$ cat src/rtl/scan_chain_ctrl.sv
// scan_chain_ctrl: shift-in / capture / shift-out sequencer for one mux-scan chain
module scan_chain_ctrl #(
  parameter int   CHAIN_LEN = 8,
  parameter logic FILL      = 1'b0,
  parameter int   CNT_W     = $clog2(CHAIN_LEN + 1)
) (
  input  logic                 CK,
  input  logic                 RST,
  input  logic                 start,
  input  logic [CHAIN_LEN-1:0] pattern,
  input  logic                 SO,
  output logic                 SE,
  output logic                 SI,
  output logic                 busy,
  output logic                 done,
  output logic [CHAIN_LEN-1:0] capture_data
);
  typedef enum logic [1:0] {IDLE, SHIFT_IN, CAPTURE, SHIFT_OUT} state_t;
  state_t               state;
  logic [CNT_W-1:0]     cnt;
  logic [CHAIN_LEN-1:0] sh;
  logic                 last;
  always_comb last = cnt == CNT_W'(CHAIN_LEN - 1);
  // sh holds the not-yet-driven pattern bits on the way in and the SO samples on the way out
  always_ff @(posedge CK or posedge RST)
    if (RST) begin
      state        <= IDLE;
      SE           <= 1'b0;
      SI           <= 1'b0;
      busy         <= 1'b0;
      done         <= 1'b0;
      capture_data <= '0;
      cnt          <= '0;
      sh           <= '0;
    end else begin
      done <= 1'b0;
      case (state)
        IDLE:
          if (start) begin
            state <= SHIFT_IN;
            sh    <= {pattern[CHAIN_LEN-2:0], 1'b0};
            SE    <= 1'b1;
            SI    <= pattern[CHAIN_LEN-1];
            busy  <= 1'b1;
            cnt   <= '0;
          end
        SHIFT_IN:
          if (last) begin
            state <= CAPTURE;
            SE    <= 1'b0;
            SI    <= FILL;
            cnt   <= '0;
          end else begin
            SI  <= sh[CHAIN_LEN-1];
            sh  <= {sh[CHAIN_LEN-2:0], 1'b0};
            cnt <= cnt + CNT_W'(1);
          end
        CAPTURE: begin
          state <= SHIFT_OUT;
          SE    <= 1'b1;
          SI    <= FILL;
        end
        SHIFT_OUT: begin
          sh <= {sh[CHAIN_LEN-2:0], SO};
          if (last) begin
            capture_data <= {sh[CHAIN_LEN-2:0], SO};
            state        <= IDLE;
            SE           <= 1'b0;
            busy         <= 1'b0;
            done         <= 1'b1;
            cnt          <= '0;
          end else
            cnt <= cnt + CNT_W'(1);
        end
        default: state <= IDLE;
      endcase
    end
endmodule

$ cat config.mk
export PLATFORM = sky130hd
export DESIGN_NAME = scan_chain_ctrl
export DESIGN_NICKNAME = d
export VERILOG_FILES = /design/src/rtl/scan_chain_ctrl.sv
export SDC_FILE = /design/constraint.sdc
export NUM_CORES = 1
export LEC_CHECK = 0
export CAP_MARGIN = 20
export CORE_MARGIN = 2
export CORE_UTILIZATION = 35
export CTS_CLUSTER_SIZE = 10
export DETAILED_ROUTE_END_ITERATION = 16
export HOLD_SLACK_MARGIN = 0.08
export PLACE_DENSITY = 0.59
export SYNTH_ARGS = -nofsm -noshare
export SYNTH_HDL_FRONTEND = slang
export SYNTH_SLANG_ARGS = --single-unit
$ cat constraint.sdc
create_clock -name CK -period 2.4 [get_ports CK]
set_input_delay 0.36 -clock CK [delete_from_list [all_inputs] [get_ports CK]]
set_output_delay 0.36 -clock CK [all_outputs]
set_load 0.05 [all_outputs]
# [Yosys cells after proc, flatten, opt, wreduce, memory -nomap -nowiden]
# Index checks and enable logic that the tools add are counted.
[word_totals] output_inout_bits=12 input_bits=12 reg_bits=26
[op_classes] muxes=19 reduce_logical=13 n_eq_ne=9 n_addsub=1
[ops] operator="$pmux 8 s3" n=1
[ops] operator="$mux 8" n=2
[ops] operator="$reduce_and 3->1" n=3
[ops] operator="$mux 4" n=2
[ops] operator="$ne 2x2->1 const B" n=4
[ops] operator="$pmux 2 s4" n=1
[ops] operator="$pmux 4 s2" n=1
[ops] operator="$reduce_and 2->1" n=4
[ops] operator="$mux 1" n=6
[ops] operator="$mux 2" n=3
[ops] operator="$pmux 1 s3" n=2
[ops] operator="$reduce_bool 3->1" n=2
[ops] operator="$add 4x1->4 const B" n=1
[ops] operator="$eq 2x2->1 const B" n=2
[ops] operator="$eq 4x3->1 const B" n=1
[ops] operator="$reduce_bool 2->1" n=2
[ops] operator="$eq 2x1->1 const B" n=1
[ops] operator="$logic_not 2->1" n=1
[ops] operator="$ne 2x1->1 const B" n=1
[ops] operator="$pmux 1 s2" n=1
[ops] operator="$reduce_or 2->1" n=1

# [Longest topological paths before layout]
[depth] depth_word=4 mapped_depth=6 mapped_depth_nobuf=5

# [Worst setup path after synthesis]
# Ideal clock, no wire load.
[synth_path] path_type="register -> register" start="reg state[0]" end="reg sh[1]" setup_slack_ps=592 path_stages_with_launch=6 path_buffers=0 t_arrival_ps=1683 required_time_ps=2275 path_cell_list="dfrtp_1 -> inv_1 -> ha_1 -> and2b_1 -> a211oi_4 -> mux2_2"
[synth_via] elab_chain_cells=3
[synth_rtl] item="start: declaration" line_no="19" rtl="state_t state;"
[synth_rtl] item="start signal: assignment" line_no="27" rtl="state <= IDLE;"
[synth_rtl] item="start signal: assignment" line_no="40" rtl="state <= SHIFT_IN;"
[synth_rtl] item="start signal: assignment" line_no="49" rtl="state <= CAPTURE;"
[synth_rtl] item="$eq 2x1->1, or another cell as far along" line_no="37" rtl="case (state)"
[synth_rtl] item="$ne 2x2->1 (no line) or $reduce_bool 3->1 (tied branches)"
[synth_rtl] item="$reduce_and 3->1 (no line)"
[synth_rtl] item="end signal: assignment" line_no="41" rtl="sh <= {pattern[CHAIN_LEN-2:0], 1'b0};"
[synth_rtl] item="end signal: assignment" line_no="55" rtl="sh <= {sh[CHAIN_LEN-2:0], 1'b0};"
[synth_rtl] item="end signal: assignment" line_no="64" rtl="sh <= {sh[CHAIN_LEN-2:0], SO};"
[synth_rtl] item="end: declaration" line_no="21" rtl="logic [CHAIN_LEN-1:0] sh;"
# Parallel ways exist; a longest one is shown, timed or not.
# A chain may end at the register's enable or synchronous reset.

# [Worst setup path in the final report]
[layout_path] start="reg state[0]" end="reg sh[4]"
# The elaborated chain is that of the path after synthesis.

==> impl_metrics.ini <==
[yosys]
synth.ff_latch_count = 26
synth.most_common_cell = dfrtp_1
yosysTopAreaCell = dfrtp_1
synth.distinct_cells = 33
synth.yosys.seq_area_share_pct = 50.2
syn_inst = 109
synthTopCellsByArea = dfrtp_1, mux2_2, ha_1
syn_avg_cell_area_sq_um = 11.9
synth_top_area_share_pct = 50.2
synthesis.area_sq_um = 1300
synth_edf_count = 0
yosys_warnings = 0
synthesis.nets = 128
synthFlopType = dfrtp_1
synthTopCellsByCount = dfrtp_1, mux2_2, inv_1
async_flop_share_pct = 100

[power]
p_per_area_nw_per_um2 = 1210
irDropWorstVdd_mv = 0.440
p_leak_uw = 0.000759

[sta]
setup_tns_ns = 0
worst_pin_slew_ns = 0.499
slew_headroom_pct = 66.6
timing.fmax_mhz = 504
finalMaxSlewViolations = 0
finalHoldViolCount = 0
finClkSkew_ns = 0.00570
fin_crit_sh_pct = 82.7
fin_crit_ns = 1.99
rsz0062_at_grt = no
setup_viol = 0
holdWs_ns = 0.361

[final_layout]
num_antenna_cells = 0
area_growth_pct = 28.0
nets = 157
fin_util_pct = 46.0
drive_above_1_share_pct = 19.0
fill_cells = 339

[die]
start_util_pct = 35.9
fp-row-count = 22
die_width_microns = 64.9
die_area_sq_um = 4210
coreArea_sq_um = 3610
io_pins = 24
die_h_microns = 64.9

[global_route]
grt.overflow.total = 0
grt_usage_pct = 13.7
grt_max_degree = 18
grt_pass1_vias = 932
antenna_found_initial = 0
grt_pass1_wl_mm = 4.50

[setup_path]
worstSetupPathType = reg2reg
critPathMaxFanout = 8
path_buf_inv = 1
cp.required_ns = 2.55
max_stage_delay_ns = 0.45
start_kind = flip-flop
cp-end-kind = flip-flop
arrival_ns = 2.14
worstReg2RegStart = state[0]$_DFFE_PP0P_
path_cells = inv_1, ha_1, and2b_1, a211oi_4, mux2_2
critPathLaunch = state[0]$_DFFE_PP0P_
crit_family = flip-flops
crit_slowest_cell = dfrtp_1

[route]
vias = 925
routed_wl_mm = 2.53
drt_iter0_markers = 19
drc = 0
antenna_left = 0
firstDrtPassIters = 4
viasPerCell = 5.00
post_drt_wl_per_cell_microns = 13.7

[cts]
ctsRootBufferMaster = clkbuf_8
cts_buffers = 3
cts_resized = 0
ctsHtreeMaxLevel = 1
cts_tree = built
postCtsSetupRepairBufs = 0
cts.sinks = 26
postCtsHoldBufs = 0
clk_latency_ns = 0.27
path_clk_slew_ns = 0.09
clockBufferDepth = 2

[placed_design]
dp_hpwl_mm = 1.93
place.gp.congestion = 0.777
portBuffers = 23

[run]
max-cap-violations = 0

[run_status]
outcome = finished, final reports clean

[min_path]
min_path_type = in2async
[path summary, 6_finish.rpt]
path / to / slack (ns) / depth (start not counted)
worst max register to register: sh[4]$_DFFE_PP0P_ / 0.41 / 5
worst max-delay path: sh[4]$_DFFE_PP0P_ / 0.41 / 5
max in group asynchronous: capture_data[3]$_DFFE_PP0P_ / 1.48 / 3
worst min-delay path: done$_DFF_PP0_ / 0.36 / 2
worst min register to register: capture_data[1]$_DFFE_PP0P_ / 0.50 / 2
min in group CK: capture_data[1]$_DFFE_PP0P_ / 0.50 / 2
[final cells by class]
cell class	count	area, sq um	share of cell area (%)
inverter	9	33.8	2.04
timing repair buffer	27	260	15.7
clock buffer	4	55.1	3.32
sequential	26	651	39.2
multi-input combinational	71	599	36.1
tap	48	60.1	3.62
[logic make-up (layout without fill, tap and decap cells)]
| group | after synthesis | count (layout) | synth area share (%) |
|---|---|---|---|
| muxes | 16 | 16 | 13.8 |
| AOI/OAI and AO/OA | 25 | 25 | 15.9 |
| and+or+nand+nor | 23 | 23 | 9.75 |
| adders and majority gates | 7 | 7 | 6.76 |
| buffers and inverters | 12 | 40 | 3.57 |
| DFF | 26 | 26 | 50.2 |
[worst register-to-register path: stages, from the launching register on]
cell      delay [ns]
dfrtp_1         0.45
inv_1           0.09
ha_1            0.27
and2b_1         0.22
a211oi_4        0.45
mux2_2          0.40
[routing by layer]
layer  vias to the layer above  global-route usage (%)  part of all wire (%)
li1                        452                       -                     -
met1                       455                    18.1                    49
met2                        16                    23.3                    47
met3                         2                    2.78                   3.7
met4                         0                    2.39                  0.47
met5                         -                       0                     0
[layout by cell type (no fill, tap or decap), types with 2 or more instances in the layout]
cell              n
nand2_1           3
clkbuf_8          4
inv_1             9
o32a_1            2
mux2_2           15
o31ai_1           2
ha_1              7
buf_4             4
a22o_1            7
dfrtp_1          26
nor2_1            7
clkdlybuf4s50_1  23
nand3_1           3
a21oi_1           2
o21ai_0           4
[state kept, by name, indices dropped and copies added (netlist names)]
| register | cells |
|---|---|
| sh | 8 |
| SE | 1 |
| capture_data | 8 |
| state | 2 |
| cnt | 4 |
| busy | 1 |
| SI | 1 |
| done | 1 |
[per-stage QoR]
stage	area (sq um)	total power, uW	worst slack, ns	instances
after floorplan	1300	1460	0.592	109
after global placement	1600	1720	0.363	181
after detailed placement	1600	1740	0.351	181
after CTS	1660	2030	0.408	185
after global routing	1660	2160	0.273	185
final	1660	2010	0.414	185
[report_power, final]
part / internal, uW / switching, uW / total, uW
Sequential: 580 / 111 / 690
Clock: 146 / 137 / 283
Combinational: 485 / 551 / 1040
Total: 1210 / 799 / 2010
(Power assumes the default switching activity.)
